[src/rtl/divmmc_pkg.sv]
// Shared constants for the divMMC-NG interface: I/O port offsets, automap trap
// addresses, status bit layout and the SPI engine state type.
package divmmc_pkg;

    localparam logic [3:0] PORT_CTRL   = 4'h3;
    localparam logic [3:0] PORT_CARD   = 4'h7;
    localparam logic [3:0] PORT_DATA   = 4'hB;
    localparam logic [3:0] PORT_STATUS = 4'hF;

    localparam int STATUS_BUSY_BIT = 0;

    localparam int NUM_TRAPS = 6;
    localparam logic [15:0] TRAP_ADDRS [NUM_TRAPS] = '{
        16'h0000, 16'h0008, 16'h0038, 16'h0066, 16'h04C6, 16'h0562
    };

    typedef enum logic {
        SPI_IDLE,
        SPI_XFER
    } spi_state_t;

    // Entry points that page divMMC in only once the M1 cycle has completed.
    function automatic logic is_entry_trap(input logic [15:0] addr);
        logic hit;
        hit = 1'b0;
        for (int i = 0; i < NUM_TRAPS; i++) begin
            if (addr == TRAP_ADDRS[i]) hit = 1'b1;
        end
        return hit;
    endfunction

    function automatic logic is_rom_trap(input logic [15:0] addr);
        return addr[15:8] == 8'h3D;
    endfunction

    function automatic logic is_exit_trap(input logic [15:0] addr);
        return addr[15:3] == 13'h03FF;
    endfunction

endpackage

[src/rtl/divmmc_spi_engine.sv]
// SPI mode-0 byte shifter: one byte per start strobe, MSB first, each SCK
// phase lasting SPI_DIV clocks; the received byte is latched as busy drops.
module divmmc_spi_engine
    import divmmc_pkg::*;
#(
    parameter int SPI_DIV = 2
) (
    input  logic       clk,
    input  logic       reset_n,
    input  logic       start,
    input  logic [7:0] tx_byte,
    output logic [7:0] rx_byte,
    output logic       busy,
    output logic       sck,
    output logic       mosi,
    input  logic       miso
);

    spi_state_t r_state;
    spi_state_t w_state_next;

    logic [7:0] r_div;
    logic [3:0] r_phase;
    logic [7:0] r_tx;
    logic [7:0] r_rx_shift;
    logic [7:0] r_rx;
    logic       r_sck;
    logic       r_mosi;
    logic       w_tick;
    logic       w_last;

    assign w_tick = (r_div == 8'(SPI_DIV - 1));
    assign w_last = w_tick && (r_phase == 4'd15);

    always_comb begin
        w_state_next = r_state;
        case (r_state)
            SPI_IDLE: if (start) w_state_next = SPI_XFER;
            SPI_XFER: if (w_last) w_state_next = SPI_IDLE;
            default:  w_state_next = SPI_IDLE;
        endcase
    end

    always_ff @(posedge clk or negedge reset_n) begin
        if (!reset_n) r_state <= SPI_IDLE;
        else          r_state <= w_state_next;
    end

    // Even phases end on a rising SCK (sample MISO), odd phases on a falling
    // SCK (present the next MOSI bit, or finish after the sixteenth phase).
    always_ff @(posedge clk or negedge reset_n) begin
        if (!reset_n) begin
            r_div      <= 8'd0;
            r_phase    <= 4'd0;
            r_tx       <= 8'hFF;
            r_rx_shift <= 8'h00;
            r_rx       <= 8'h00;
            r_sck      <= 1'b0;
            r_mosi     <= 1'b1;
        end else if (r_state == SPI_IDLE) begin
            if (start) begin
                r_tx    <= tx_byte;
                r_mosi  <= tx_byte[7];
                r_div   <= 8'd0;
                r_phase <= 4'd0;
                r_sck   <= 1'b0;
            end
        end else if (w_tick) begin
            r_div   <= 8'd0;
            r_phase <= r_phase + 4'd1;
            if (!r_phase[0]) begin
                r_sck      <= 1'b1;
                r_rx_shift <= {r_rx_shift[6:0], miso};
            end else begin
                r_sck <= 1'b0;
                if (r_phase == 4'd15) begin
                    r_rx   <= r_rx_shift;
                    r_mosi <= 1'b1;
                end else begin
                    r_tx   <= {r_tx[6:0], 1'b1};
                    r_mosi <= r_tx[6];
                end
            end
        end else begin
            r_div <= r_div + 8'd1;
        end
    end

    assign busy    = (r_state == SPI_XFER);
    assign sck     = r_sck;
    assign mosi    = r_mosi;
    assign rx_byte = r_rx;

endmodule

[src/rtl/divmmc_ng.sv]
// divMMC-NG: Z80 I/O register file, SD card SPI port and ROM automapper
// that pages the divMMC memory in on trap-address opcode fetches.
module divmmc_ng
    import divmmc_pkg::*;
#(
    parameter int NUM_CARDS  = 2,
    parameter int PAGE_W     = 4,
    parameter int SPI_DIV    = 2,
    parameter int AUTOMAP_EN = 1
) (
    input  logic                 clk,
    input  logic                 reset_n,
    input  logic                 enable,
    input  logic [15:0]          a,
    input  logic                 wr_n,
    input  logic                 rd_n,
    input  logic                 mreq_n,
    input  logic                 m1_n,
    input  logic [7:0]           din,
    output logic [7:0]           dout,
    output logic                 paged_in,
    output logic [PAGE_W-1:0]    sram_page,
    output logic                 mapram,
    output logic                 conmem,
    output logic [NUM_CARDS-1:0] sd_cs_n,
    output logic                 sd_sck,
    output logic                 sd_mosi,
    input  logic                 sd_miso,
    output logic                 spi_busy
);

    logic [7:0]           r_ctrl;
    logic [NUM_CARDS-1:0] r_cs_n;
    logic [7:0]           r_dout;
    logic                 r_trap;
    logic                 r_paged;

    logic       w_io_wr;
    logic       w_io_rd;
    logic       w_spi_start;
    logic       w_busy;
    logic       w_fetch;
    logic [7:0] w_tx;
    logic [7:0] w_rx;
    logic [7:0] w_status;
    logic [7:0] w_rd_data;

    assign w_io_wr     = enable && !wr_n;
    assign w_io_rd     = enable && !rd_n;
    assign w_spi_start = !w_busy && (a[3:0] == PORT_DATA) && (w_io_wr || w_io_rd);
    assign w_tx        = w_io_wr ? din : 8'hFF;
    assign w_fetch     = (AUTOMAP_EN != 0) && !mreq_n && !rd_n && !m1_n;

    divmmc_spi_engine #(
        .SPI_DIV (SPI_DIV)
    ) u_spi (
        .clk     (clk),
        .reset_n (reset_n),
        .start   (w_spi_start),
        .tx_byte (w_tx),
        .rx_byte (w_rx),
        .busy    (w_busy),
        .sck     (sd_sck),
        .mosi    (sd_mosi),
        .miso    (sd_miso)
    );

    always_comb begin
        w_status = 8'h00;
        w_status[STATUS_BUSY_BIT] = w_busy;
        w_rd_data = 8'hFF;
        case (a[3:0])
            PORT_CTRL:   w_rd_data = r_ctrl;
            PORT_CARD:   w_rd_data = 8'(r_cs_n);
            PORT_DATA:   w_rd_data = w_rx;
            PORT_STATUS: w_rd_data = w_status;
            default:     w_rd_data = 8'hFF;
        endcase
    end

    // MAPRAM (ctrl bit 6) can only be set by software; only reset clears it.
    always_ff @(posedge clk or negedge reset_n) begin
        if (!reset_n) begin
            r_ctrl <= 8'h00;
            r_cs_n <= '1;
            r_dout <= 8'h00;
        end else begin
            if (w_io_wr && (a[3:0] == PORT_CTRL))
                r_ctrl <= {din[7], r_ctrl[6] | din[6], din[5:0]};
            if (w_io_wr && (a[3:0] == PORT_CARD))
                r_cs_n <= din[NUM_CARDS-1:0];
            if (w_io_rd)
                r_dout <= w_rd_data;
        end
    end

    // ROM-area traps page in immediately; other traps only take effect once
    // M1 ends, when paged_in follows the armed state.
    always_ff @(posedge clk or negedge reset_n) begin
        if (!reset_n) begin
            r_trap  <= 1'b0;
            r_paged <= 1'b0;
        end else if (w_fetch) begin
            if (is_rom_trap(a)) begin
                r_trap  <= 1'b1;
                r_paged <= 1'b1;
            end else if (is_entry_trap(a)) begin
                r_trap <= 1'b1;
            end else if (is_exit_trap(a)) begin
                r_trap <= 1'b0;
            end
        end else if (m1_n) begin
            r_paged <= r_trap;
        end
    end

    assign dout      = r_dout;
    assign paged_in  = r_paged;
    assign sram_page = r_ctrl[PAGE_W-1:0];
    assign mapram    = r_ctrl[6];
    assign conmem    = r_ctrl[7];
    assign sd_cs_n   = r_cs_n;
    assign spi_busy  = w_busy;

endmodule
[config.mk]
export PLATFORM = sky130hd
export DESIGN_NAME = divmmc_ng
export DESIGN_NICKNAME = d
export VERILOG_FILES = /design/src/rtl/divmmc_pkg.sv /design/src/rtl/divmmc_spi_engine.sv /design/src/rtl/divmmc_ng.sv
export SDC_FILE = /design/constraint.sdc
export NUM_CORES = 1
export LEC_CHECK = 0
export BUFFER_PORTS_ARGS = -buffer_cell sky130_fd_sc_hd__buf_2
export CORE_MARGIN = 10
export CORE_UTILIZATION = 50
export DETAILED_ROUTE_END_ITERATION = 7
export PLACE_DENSITY = 0.76
export SLEW_MARGIN = 30
export SYNTH_ARGS = -nofsm -noshare
export SYNTH_HDL_FRONTEND = slang
export SYNTH_HIERARCHICAL = 1
export SYNTH_SLANG_ARGS = --single-unit
[constraint.sdc]
create_clock -name clk -period 1.9 [get_ports clk]
set_input_delay 0.38 -clock clk [delete_from_list [all_inputs] [get_ports clk]]
set_output_delay 0.38 -clock clk [all_outputs]
set_load 0.1 [all_outputs]
==> results of run 1 <==
## layout make-up
cell class / instances / area (sq um) / area share, %
Sequential cell: 57 / 1444 / 40.01
Multi-Input combinational cell: 181 / 1415 / 39.22
Timing Repair Buffer: 70 / 410.4 / 11.37
Clock buffer: 9 / 123.9 / 3.433
Clock inverter: 7 / 102.6 / 2.843
Tap cell: 72 / 90.09 / 2.497
Inverter: 6 / 22.52 / 0.6241
## worst max-delay path: stages, from the launching register on
cell and delay [ns]:
sky130_fd_sc_hd__dfrtp_2 0.45, sky130_fd_sc_hd__buf_4 0.19, sky130_fd_sc_hd__buf_2 0.44
## worst paths after layout
kind | from | end | slack, ns
worst max-delay path | u_spi/busy | spi_busy | 0.10
worst min-delay path | reset_n | u_spi/r_div[1] | 0.03
worst max register to register | u_spi/r_div[0] | u_spi/r_div[7] | 0.15
worst min register to register | u_spi/mosi | u_spi/mosi | 0.49
max in group asynchronous | reset_n | u_spi/r_tx[4] | 1.56
min in group clk | m1_n | paged_in | 0.26
## registers in the layout, summed over array words and instances (netlist names)
register	count
u_spi/rx_byte	8
u_spi/r_rx_shift	8
u_spi/r_phase	4
u_spi/r_div	8
dout	8
sd_cs_n	2
u_spi/r_tx	7
r_trap	1
paged_in	1
u_spi/busy	1
r_ctrl	8
u_spi/mosi	1
## through the flow
step                      util, %  TNS, ns  hold slack (ns)
after floorplan                 -        0          0.08441
after global placement      60.67        0           0.4033
after detailed placement    60.67  -0.1989           0.4063
after CTS                   64.74        0          0.04154
after global routing        64.74        0          0.05058
final                       64.74        0          0.02723
## report_power, final
part | internal (mW) | total, mW | switching (mW)
Clock | 0.748 | 1.29 | 0.539
Combinational | 0.715 | 1.96 | 1.24
Sequential | 1.59 | 1.85 | 0.257
Total | 3.06 | 5.09 | 2.04
## cell usage in the layout, fill, tap and decap left out, types with 2 or more instances in the layout
master,instances
sky130_fd_sc_hd__inv_1,6
sky130_fd_sc_hd__or4_1,3
sky130_fd_sc_hd__nand4b_1,2
sky130_fd_sc_hd__dfrtp_1,45
sky130_fd_sc_hd__nand3_1,7
sky130_fd_sc_hd__or3_1,2
sky130_fd_sc_hd__nor2_1,25
sky130_fd_sc_hd__mux2i_1,8
sky130_fd_sc_hd__a22o_1,3
sky130_fd_sc_hd__buf_2,51
sky130_fd_sc_hd__nor4_1,2
sky130_fd_sc_hd__a21oi_1,11
sky130_fd_sc_hd__nor2b_1,3
sky130_fd_sc_hd__nor3b_2,2
sky130_fd_sc_hd__and2_1,3
sky130_fd_sc_hd__nand2b_1,8
sky130_fd_sc_hd__ha_1,3
sky130_fd_sc_hd__a211oi_1,3
sky130_fd_sc_hd__dfstp_2,10
sky130_fd_sc_hd__nand4_1,6
sky130_fd_sc_hd__nor2b_4,2
sky130_fd_sc_hd__o21ai_0,9
sky130_fd_sc_hd__nand2_1,10
sky130_fd_sc_hd__mux2_2,38
sky130_fd_sc_hd__xnor2_1,4
sky130_fd_sc_hd__clkinv_4,3
sky130_fd_sc_hd__nand3b_1,2
sky130_fd_sc_hd__clkbuf_8,9
sky130_fd_sc_hd__bufinv_16,2
sky130_fd_sc_hd__buf_4,18
## cell families after synthesis
group | after synthesis | synth area share, %
simple gates | 90 | 18.48
compound gates | 36 | 7.666
buf+inv | 21 | 3.273
flops | 57 | 49.53
mux | 47 | 18.26
fa+ha+maj | 3 | 1.292
xor+xnor | 5 | 1.507
## metal layers
metal / GRT usage (%) / vias up
met5: 0 / -
met3: 4.125 / 12
li1: - / 1069
met4: 6.880 / 0
met1: 18.47 / 1073
met2: 22.59 / 53
==> impl_metrics.prom, run 1 <==
# TYPE chip_impl_metric gauge
chip_impl_metric{name="max_ir_drop_vdd",unit="mV"} 0.6839
chip_impl_metric{name="area_growth_syn_to_layout",unit="%"} 24.20
chip_impl_metric{name="drt_iter0_markers",unit=""} 103
chip_impl_metric{name="final-setup-viol-count",unit=""} 0
chip_impl_metric{name="power-per-cell-area",unit="nW/um^2"} 1412
chip_impl_metric{name="postSynthAreaPerCell",unit="sq um"} 11.22
chip_impl_metric{name="finalClockSkew",unit="ns"} 0.01050
chip_impl_metric{name="finalMaxSlewViolations",unit=""} 0
chip_impl_metric{name="maxCapViolCount",unit=""} 0
chip_impl_info{name="synthTopCellsByArea",value="sky130_fd_sc_hd__dfrtp_1 (40%), sky130_fd_sc_hd__mux2_2 (15%), sky130_fd_sc_hd__dfstp_2 (9.0%)"} 1
chip_impl_metric{name="yosysSeqAreaShare",unit="%"} 49.53
chip_impl_metric{name="numCtsBuffers",unit=""} 9
chip_impl_metric{name="clk_latency",unit="ns"} 0.34
chip_impl_metric{name="crit_required",unit="ns"} 1.52
chip_impl_info{name="grt_setup_unrepaired",value="false"} 1
chip_impl_metric{name="h-tree-depth",unit=""} 3
chip_impl_metric{name="wl_met2",unit="mm"} 3.023
chip_impl_metric{name="replace_congestion",unit=""} 0.9131
chip_impl_metric{name="dp_slack",unit="ns"} -0.03983
chip_impl_metric{name="dpl-instance-area",unit="sq um"} 3382
chip_impl_metric{name="stdcell_count",unit=""} 402
chip_impl_metric{name="postCtsHoldBufs",unit=""} 0
chip_impl_info{name="highest-signal-layer",value="met4"} 1
chip_impl_metric{name="period_minus_slack",unit="ns"} 1.795
chip_impl_metric{name="timing.reg2reg.worst_path_depth",unit=""} 6
chip_impl_info{name="worst_setup_path_start_kind",value="flop"} 1
chip_impl_metric{name="leakagePower",unit="nW"} 1.632
chip_impl_metric{name="cp_data_arrival_time",unit="ns"} 1.42
chip_impl_metric{name="timing_worst_slew_pin_value",unit="ns"} 0.4883
chip_impl_metric{name="min_period_over_period",unit="%"} 94.49
chip_impl_metric{name="worst_setup_hold_path_clk_slew",unit="ns"} 0.07
chip_impl_metric{name="post-synth-top-area-fraction",unit="%"} 40.48
chip_impl_info{name="tritoncts",value="done"} 1
chip_impl_info{name="clock_tree_root_buffer_cell",value="sky130_fd_sc_hd__clkbuf_8"} 1
chip_impl_metric{name="floorplan.initialDensity",unit="%"} 52.12
chip_impl_info{name="synthMostInstantiatedCell",value="sky130_fd_sc_hd__dfrtp_1"} 1
chip_impl_metric{name="grt_first_pass_wirelength",unit="mm"} 10.65
chip_impl_metric{name="n_antenna_cell",unit=""} 0
chip_impl_metric{name="final_layout_size_suffix_gt1_share",unit="%"} 45.76
chip_impl_metric{name="post_drt_wl_per_cell",unit="um"} 16.43
chip_impl_metric{name="crit_fanout",unit=""} 10
chip_impl_metric{name="row_count",unit=""} 27
chip_impl_metric{name="yosysWarnings",unit=""} 6
chip_impl_metric{name="postSynthRegisterBits",unit=""} 57
chip_impl_metric{name="worst_slack",unit="ns"} 0.1048
chip_impl_metric{name="layout.nets",unit=""} 360
chip_impl_info{name="synth_area_leader_cell",value="sky130_fd_sc_hd__dfrtp_1"} 1
chip_impl_metric{name="clk_path_buf_depth",unit=""} 2
chip_impl_metric{name="number_of_top_level_pins",unit=""} 52
chip_impl_metric{name="synth_nets",unit=""} 294
chip_impl_metric{name="wirelength_met1",unit="mm"} 2.902
chip_impl_metric{name="postSynth.asyncResetShare",unit="%"} 100.0
chip_impl_metric{name="synth-edff-count",unit=""} 0
chip_impl_metric{name="ctsResizeCount",unit=""} 0
chip_impl_metric{name="area_of_the_mapped_netlist",unit="sq um"} 2905
chip_impl_metric{name="grt_remaining_overflow",unit=""} 0
chip_impl_metric{name="count_of_vias_placed_by_the_detailed_router",unit=""} 2207
chip_impl_info{name="ys.flop_type",value="sky130_fd_sc_hd__dfrtp_1"} 1
chip_impl_info{name="netlist_top_cells_count",value="sky130_fd_sc_hd__dfrtp_1 (47), sky130_fd_sc_hd__mux2_2 (38), sky130_fd_sc_hd__nor2_1 (25), sky130_fd_sc_hd__a21oi_1 (11)"} 1
chip_impl_metric{name="worst_slew_margin_rel",unit="%"} 66.99
chip_impl_metric{name="detail-route-antenna-nets",unit=""} 0
chip_impl_metric{name="die_height",unit="um"} 96.23
chip_impl_metric{name="detailroute.wirelength.met3",unit="um"} 552
chip_impl_info{name="critPathKind",value="reg -> out"} 1
chip_impl_info{name="status",value="finished clean"} 1
chip_impl_metric{name="layout.cell_area.non_filler",unit="sq um"} 3608
chip_impl_metric{name="area_of_the_die",unit="sq um"} 9259
chip_impl_metric{name="floorplan.core_area",unit="sq um"} 5574
chip_impl_info{name="hold_path.class",value="in -> async"} 1
chip_impl_metric{name="antenna_found_initial",unit=""} 0
chip_impl_metric{name="place.port_buffers",unit=""} 51
chip_impl_metric{name="post-cts-setup-buffers",unit=""} 0
chip_impl_metric{name="grt_max_degree",unit=""} 58
chip_impl_info{name="critPathCaptureType",value="output port"} 1
chip_impl_metric{name="first_global_vias",unit=""} 2200
chip_impl_metric{name="die_width",unit="um"} 96.23
chip_impl_metric{name="synth.lib_cells_used.distinct",unit=""} 52
chip_impl_metric{name="drtPass1Iterations",unit=""} 4
chip_impl_metric{name="report.final.hold_viol_count",unit=""} 0
chip_impl_metric{name="fill_cells",unit=""} 425
chip_impl_metric{name="postRouteWirelength",unit="mm"} 6.606
chip_impl_metric{name="max_clock_freq",unit="MHz"} 557.0
chip_impl_metric{name="routed_vias_inst",unit=""} 5.490
chip_impl_metric{name="clock_sinks",unit=""} 57
chip_impl_metric{name="grt.total_usage",unit="%"} 14.61
chip_impl_metric{name="post-layout-total-power",unit="mW"} 5.094
chip_impl_metric{name="dpl_hpwl",unit="mm"} 4.695
chip_impl_metric{name="place.detailed.instances",unit=""} 386
chip_impl_metric{name="number_of_drc_violations_after_detailed_routing",unit=""} 0
chip_impl_metric{name="syn-instance-count",unit=""} 259
(Power assumes the default switching activity.)
==> inputs of run 2 (changes only) <==
==> constraint.sdc (replaced) <==
create_clock -name clk -period 1.9 [get_ports clk]
set_input_delay 0.19 -clock clk [delete_from_list [all_inputs] [get_ports clk]]
set_output_delay 0.19 -clock clk [all_outputs]
set_load 0.1 [all_outputs]
==> impl_metrics.prom, run 2 (synthesized netlist as in run 1, its figures left out) <==
# TYPE chip_impl_metric gauge
chip_impl_info{name="status",value="finished clean"} 1
chip_impl_info{name="critPathKind",value="reg -> reg"} 1
chip_impl_metric{name="dp_slack",unit="ns"} 0.09618
chip_impl_metric{name="die_width",unit="um"} 96.23
chip_impl_metric{name="detail-route-antenna-nets",unit=""} 0
chip_impl_info{name="r2r_end",value="u_spi/rx_byte[0]"} 1
chip_impl_metric{name="final-setup-viol-count",unit=""} 0
chip_impl_metric{name="dpl_hpwl",unit="mm"} 4.839
chip_impl_metric{name="number_of_drc_violations_after_detailed_routing",unit=""} 0
chip_impl_info{name="worst_setup_path_start_kind",value="flop"} 1
chip_impl_info{name="hold_path.class",value="in -> reg"} 1
chip_impl_info{name="worstSetupStartpoint",value="u_spi/r_phase[0]"} 1
chip_impl_metric{name="grt_first_pass_wirelength",unit="mm"} 10.83
chip_impl_info{name="worst_reg2reg_path_startpoint",value="u_spi/r_phase[0]"} 1
chip_impl_metric{name="finalMaxSlewViolations",unit=""} 0
chip_impl_info{name="tritoncts",value="done"} 1
chip_impl_metric{name="timing.reg2reg.worst_path_depth",unit=""} 4
chip_impl_metric{name="number_of_top_level_pins",unit=""} 52
chip_impl_metric{name="grt.total_usage",unit="%"} 15.02
chip_impl_info{name="clock_tree_root_buffer_cell",value="sky130_fd_sc_hd__clkbuf_8"} 1
chip_impl_metric{name="clk_latency",unit="ns"} 0.33
chip_impl_metric{name="reg2reg_slack",unit="ns"} 0.19
chip_impl_metric{name="cp_data_arrival_time",unit="ns"} 1.92
chip_impl_metric{name="area_growth_syn_to_layout",unit="%"} 20.97
chip_impl_metric{name="first_global_vias",unit=""} 2231
chip_impl_metric{name="row_count",unit=""} 27
chip_impl_metric{name="h-tree-depth",unit=""} 3
chip_impl_metric{name="crit_required",unit="ns"} 2.11
chip_impl_metric{name="report.final.hold_viol_count",unit=""} 0
chip_impl_metric{name="max_ir_drop_vdd",unit="mV"} 0.6752
chip_impl_metric{name="worst_slew_margin_rel",unit="%"} 62.01
chip_impl_metric{name="tns",unit="ns"} 0
chip_impl_metric{name="max_clock_freq",unit="MHz"} 583.5
chip_impl_metric{name="timing_worst_slew_pin_value",unit="ns"} 0.5698
chip_impl_metric{name="floorplan.initialDensity",unit="%"} 52.12
chip_impl_metric{name="numCtsBuffers",unit=""} 9
chip_impl_metric{name="grt_remaining_overflow",unit=""} 0
chip_impl_metric{name="crit_fanout",unit=""} 8
chip_impl_metric{name="floorplan.core_area",unit="sq um"} 5574
chip_impl_info{name="cell_with_the_biggest_individual_delay_on_the_critical_path",value="sky130_fd_sc_hd__dfrtp_4"} 1
chip_impl_metric{name="area_of_the_die",unit="sq um"} 9259
chip_impl_metric{name="maxCapViolCount",unit=""} 0
chip_impl_metric{name="n_antenna_cell",unit=""} 0
chip_impl_metric{name="period_minus_slack",unit="ns"} 1.714
chip_impl_metric{name="clk_path_buf_depth",unit=""} 2
chip_impl_metric{name="post-cts-setup-buffers",unit=""} 0
chip_impl_metric{name="clock_sinks",unit=""} 57
chip_impl_metric{name="layout.nets",unit=""} 357
chip_impl_metric{name="post_drt_wl_per_cell",unit="um"} 16.44
chip_impl_info{name="mostFrequentLayoutCells",value="sky130_fd_sc_hd__buf_2 (51), sky130_fd_sc_hd__dfrtp_1 (45), sky130_fd_sc_hd__mux2_2 (38)"} 1
chip_impl_metric{name="drt_iter0_markers",unit=""} 72
chip_impl_metric{name="postRouteWirelength",unit="mm"} 6.560
chip_impl_metric{name="routed_vias_inst",unit=""} 5.476
chip_impl_metric{name="power-per-cell-area",unit="nW/um^2"} 1380
chip_impl_info{name="timing.critical_path.to",value="u_spi/rx_byte[0]"} 1
chip_impl_metric{name="worst_slack",unit="ns"} 0.1862
chip_impl_metric{name="finalClockSkew",unit="ns"} 0.005819
chip_impl_metric{name="place.port_buffers",unit=""} 51
chip_impl_metric{name="count_of_vias_placed_by_the_detailed_router",unit=""} 2185
chip_impl_metric{name="slowest_delay",unit="ns"} 0.47
chip_impl_metric{name="drtPass1Iterations",unit=""} 4
chip_impl_metric{name="final_layout_size_suffix_gt1_share",unit="%"} 43.12
chip_impl_metric{name="die_height",unit="um"} 96.23
chip_impl_info{name="grt_setup_unrepaired",value="false"} 1
chip_impl_metric{name="worst_setup_hold_path_clk_slew",unit="ns"} 0.06
chip_impl_metric{name="replace_congestion",unit=""} 0.8575
chip_impl_info{name="crit_chain",value="ha_1, and4_1, nand4_4, mux2_2"} 1
chip_impl_metric{name="antenna_found_initial",unit=""} 0
chip_impl_metric{name="min_period_over_period",unit="%"} 90.20
chip_impl_info{name="critPathCaptureType",value="flop"} 1
chip_impl_metric{name="leakagePower",unit="nW"} 1.593
chip_impl_info{name="mostFrequentLayoutCell",value="sky130_fd_sc_hd__buf_2"} 1
chip_impl_metric{name="grt_max_degree",unit=""} 26
==> run 2: cell types whose count changed in the layout (fill, tap and decap cells not counted), moves of 2 or more <==
cell / change
sky130_fd_sc_hd__nor2b_4: -2
sky130_fd_sc_hd__nor3b_2: -2
sky130_fd_sc_hd__clkinv_2: +2
sky130_fd_sc_hd__buf_4: -3
sky130_fd_sc_hd__clkbuf_1: +3
sky130_fd_sc_hd__clkinv_4: -3
==> run 2: where the power goes <==
group / leakage (nW) / total (mW) / switching (mW) / internal, mW
logic: 0.804 / 1.89 / 1.20 / 0.690
clock network: 0.0974 / 1.09 / 0.447 / 0.638
registers: 0.692 / 1.88 / 0.276 / 1.60
==> run 2: what timing repair did <==
item	in CTS	in global routing
gates resized for setup	0	1
endpoints found under the hold margin	19	0
setup endpoints to repair	0	16
hold buffers	1	0
==> run 2: through the flow <==
| step | cell area [sq um] | std cells | power (mW) | hold WS [ns] | util (%) |
|---|---|---|---|---|---|
| 5_1_grt | 3515 | 399 | 5.133 | 0.08647 | 63.05 |
| 2_1_floorplan | 2924 | 259 | 3.315 | -0.1056 | - |
| 3_3_place_gp | 3309 | 382 | 3.719 | 0.2027 | 59.37 |
| 3_5_place_dp | 3309 | 382 | 3.764 | 0.2115 | 59.37 |
| 6_report | 3515 | 399 | 4.851 | 0.08564 | 63.05 |
| 4_1_cts | 3508 | 399 | 4.865 | 0.07822 | 62.94 |
==> run 2: area by class of cell <==
type | count | area [sq um]
Fill cell | 478 | 2059
Sequential cell | 57 | 1446
Multi-Input combinational cell | 181 | 1389
Timing Repair Buffer | 67 | 377.9
Clock buffer | 13 | 148.9
Tap cell | 72 | 90.09
Clock inverter | 3 | 40.04
Inverter | 6 | 22.52
==> run 2: worst min-delay path by stage <==
stage | from | endpoint | slack (ns) | cells past startpoint
finish | m1_n | paged_in | 0.09 | 2
global route | m1_n | paged_in | 0.09 | 2
CTS | m1_n | paged_in | 0.08 | 2
detailed placement | reset_n | u_spi/r_div[6] | 0.21 | 1
global placement | reset_n | u_spi/r_div[6] | 0.20 | 1
floorplan | reset_n | dout[0] | -0.11 | 0
==> run 2: layer usage <==
| layer | vias up | share of wire [%] | GRT usage, % |
|---|---|---|---|
| met4 | 0 | 1.6 | 6.265 |
| met5 | - | 0 | 0 |
| li1 | 1056 | - | - |
| met1 | 1054 | 44 | 18.89 |
| met3 | 8 | 9.2 | 5.837 |
| met2 | 67 | 45 | 22.53 |
==> run 2: worst max-delay path: cells and delay by family, from the launching register on <==
family,cells,cell delay (ns)
flops,1,0.47
fa+ha+maj,1,0.17
mux,1,0.35
simple gates,2,0.59
==> inputs of run 3 (changes only) <==
--- a/config.mk
+++ b/config.mk
@@ -5,7 +5,7 @@
 export SDC_FILE = /design/constraint.sdc
 export NUM_CORES = 1
 export LEC_CHECK = 0
-export BUFFER_PORTS_ARGS = -buffer_cell sky130_fd_sc_hd__buf_2
+export BUFFER_PORTS_ARGS = -buffer_cell sky130_fd_sc_hd__buf_4
 export CORE_MARGIN = 10
 export CORE_UTILIZATION = 50
 export DETAILED_ROUTE_END_ITERATION = 7
==> impl_metrics.prom, run 3 (synthesized netlist as in run 1, its figures left out) <==
# TYPE chip_impl_metric gauge
chip_impl_info{name="status",value="finished clean"} 1
chip_impl_metric{name="timing.critical_path.buf_inv",unit=""} 1
chip_impl_metric{name="tns",unit="ns"} 0
chip_impl_metric{name="post-layout-total-power",unit="mW"} 4.980
chip_impl_metric{name="floorplan.core_area",unit="sq um"} 5574
chip_impl_info{name="critPathKind",value="reg -> reg"} 1
chip_impl_metric{name="place.port_buffers",unit=""} 51
chip_impl_info{name="worst_reg2reg_path_startpoint",value="u_spi/r_div[0]"} 1
chip_impl_metric{name="area_growth_syn_to_layout",unit="%"} 25.28
chip_impl_metric{name="min_period_over_period",unit="%"} 91.14
chip_impl_metric{name="first_global_vias",unit=""} 2195
chip_impl_metric{name="grt_max_degree",unit=""} 58
chip_impl_metric{name="grt.total_usage",unit="%"} 14.69
chip_impl_info{name="cpLargestDelayFamily",value="simple AND/OR/NAND/NOR gates"} 1
chip_impl_metric{name="number_of_top_level_pins",unit=""} 52
chip_impl_metric{name="die_height",unit="um"} 96.23
chip_impl_metric{name="clock_sinks",unit=""} 57
chip_impl_info{name="critPathCaptureType",value="flop"} 1
chip_impl_metric{name="final-setup-viol-count",unit=""} 0
chip_impl_info{name="mostFrequentLayoutCell",value="sky130_fd_sc_hd__buf_4"} 1
chip_impl_metric{name="area_of_the_die",unit="sq um"} 9259
chip_impl_metric{name="detail-route-antenna-nets",unit=""} 0
chip_impl_metric{name="numCtsBuffers",unit=""} 9
chip_impl_metric{name="row_count",unit=""} 27
chip_impl_metric{name="timing.reg2reg.worst_path_depth",unit=""} 6
chip_impl_metric{name="path_depth",unit=""} 6
chip_impl_metric{name="post_drt_wl_per_cell",unit="um"} 16.15
chip_impl_info{name="r2r_end",value="u_spi/r_div[7]"} 1
chip_impl_info{name="mostFrequentLayoutCells",value="sky130_fd_sc_hd__buf_4 (64), sky130_fd_sc_hd__dfrtp_1 (45), sky130_fd_sc_hd__mux2_2 (38)"} 1
chip_impl_metric{name="tightest_hold_margin",unit="ns"} 0.06347
chip_impl_info{name="worst_hold_startpoint",value="m1_n"} 1
chip_impl_metric{name="crit_fanout",unit=""} 7
chip_impl_metric{name="number_of_drc_violations_after_detailed_routing",unit=""} 0
chip_impl_metric{name="worst_setup_hold_path_clk_slew",unit="ns"} 0.06
chip_impl_metric{name="drt_iter0_markers",unit=""} 96
chip_impl_info{name="hold-path-endpoint",value="paged_in"} 1
chip_impl_metric{name="max_ir_drop_vdd",unit="mV"} 0.7839
chip_impl_metric{name="reg2reg_slack",unit="ns"} 0.17
chip_impl_metric{name="n_antenna_cell",unit=""} 0
chip_impl_info{name="worstSetupStartpoint",value="u_spi/r_div[0]"} 1
chip_impl_info{name="worst_setup_path_start_kind",value="flop"} 1
chip_impl_metric{name="power-per-cell-area",unit="nW/um^2"} 1368
chip_impl_metric{name="grt_remaining_overflow",unit=""} 0
chip_impl_metric{name="report.final.hold_viol_count",unit=""} 0
chip_impl_metric{name="drtPass1Iterations",unit=""} 4
chip_impl_metric{name="max_clock_freq",unit="MHz"} 577.5
chip_impl_metric{name="period_minus_slack",unit="ns"} 1.732
chip_impl_metric{name="crit_required",unit="ns"} 2.17
chip_impl_metric{name="dpl-instance-area",unit="sq um"} 3422
chip_impl_metric{name="h-tree-depth",unit=""} 3
chip_impl_metric{name="finish.utilization",unit="%"} 65.30
chip_impl_metric{name="grt_first_pass_wirelength",unit="mm"} 10.56
chip_impl_metric{name="clk_latency",unit="ns"} 0.34
chip_impl_info{name="grt_setup_unrepaired",value="false"} 1
chip_impl_info{name="tritoncts",value="done"} 1
chip_impl_metric{name="die_width",unit="um"} 96.23
chip_impl_metric{name="clk_path_buf_depth",unit=""} 2
chip_impl_metric{name="leakagePower",unit="nW"} 1.645
chip_impl_info{name="cell_with_the_biggest_individual_delay_on_the_critical_path",value="sky130_fd_sc_hd__dfrtp_1"} 1
chip_impl_metric{name="timing_worst_slew_pin_value",unit="ns"} 0.7171
chip_impl_info{name="hold_path.class",value="in -> reg"} 1
chip_impl_metric{name="hold_path_depth",unit=""} 2
chip_impl_metric{name="floorplan.initialDensity",unit="%"} 52.12
chip_impl_metric{name="final_layout_size_suffix_gt1_share",unit="%"} 43.08
chip_impl_metric{name="postRouteWirelength",unit="mm"} 6.412
chip_impl_metric{name="layout.cell_area.non_filler",unit="sq um"} 3640
chip_impl_metric{name="cp_data_arrival_time",unit="ns"} 2.00
chip_impl_info{name="clock_tree_root_buffer_cell",value="sky130_fd_sc_hd__clkbuf_8"} 1
chip_impl_metric{name="finalMaxSlewViolations",unit=""} 0
chip_impl_metric{name="finalClockSkew",unit="ns"} 0.006702
chip_impl_metric{name="maxCapViolCount",unit=""} 0
chip_impl_info{name="crit_chain",value="ha_1, nor3b_2, buf_4, a21bo_2, or3_1, nand3_1"} 1
chip_impl_metric{name="count_of_vias_placed_by_the_detailed_router",unit=""} 2178
chip_impl_metric{name="replace_congestion",unit=""} 0.8371
chip_impl_metric{name="layout.nets",unit=""} 355
chip_impl_metric{name="routed_vias_inst",unit=""} 5.486
chip_impl_metric{name="slowest_delay",unit="ns"} 0.42
chip_impl_metric{name="antenna_found_initial",unit=""} 0
chip_impl_metric{name="fill_cells",unit=""} 444
chip_impl_metric{name="dpl_hpwl",unit="mm"} 4.872
chip_impl_metric{name="worst_slew_margin_rel",unit="%"} 52.20
run 3: final cells by class:
type,instances,area [sq um],share of cell area [%]
Sequential cell,57,1446,39.74
Multi-Input combinational cell,181,1391,38.23
Timing Repair Buffer,65,490.5,13.48
Clock buffer,13,158.9,4.366
Tap cell,72,90.09,2.475
Clock inverter,3,40.04,1.100
Inverter,6,22.52,0.6188
run 3: layer usage:
| layer | up-vias | global-route usage, % | wire, um |
|---|---|---|---|
| met1 | 1071 | 18.19 | 2845 |
| met4 | 0 | 7.002 | 148 |
| met2 | 49 | 22.98 | 2967 |
| met5 | - | 0 | 0 |
| li1 | 1049 | - | - |
| met3 | 9 | 4.358 | 450 |
run 3: worst max-delay path by stage:
stage / endpoint
detailed placement: u_spi/r_tx[4]
CTS: u_spi/r_rx_shift[7]
finish: u_spi/r_div[7]
floorplan: u_spi/r_tx[1]
global route: u_spi/r_tx[4]
global placement: u_spi/r_tx[4]
run 3: repair_timing:
| item | in CTS | in global routing |
|---|---|---|
| hold buffers | 1 | 0 |
| gates resized for setup | 0 | 1 |
| hold endpoints to repair | 47 | 0 |
| setup endpoints to repair | 0 | 7 |
| setup buffers | 0 | 0 |
run 3: where the power goes:
group          total (mW)  internal (mW)  switching (mW)
Combinational        1.99          0.762            1.22
Sequential           1.87           1.60           0.267
Clock                1.13          0.673           0.455
run 3: per-stage QoR:
step	instances	setup slack, ns
floorplan	259	0.001432
global placement	380	0.1184
detailed placement	380	0.07281
CTS	397	0.1101
global route	397	0.04752
finish	397	0.1684
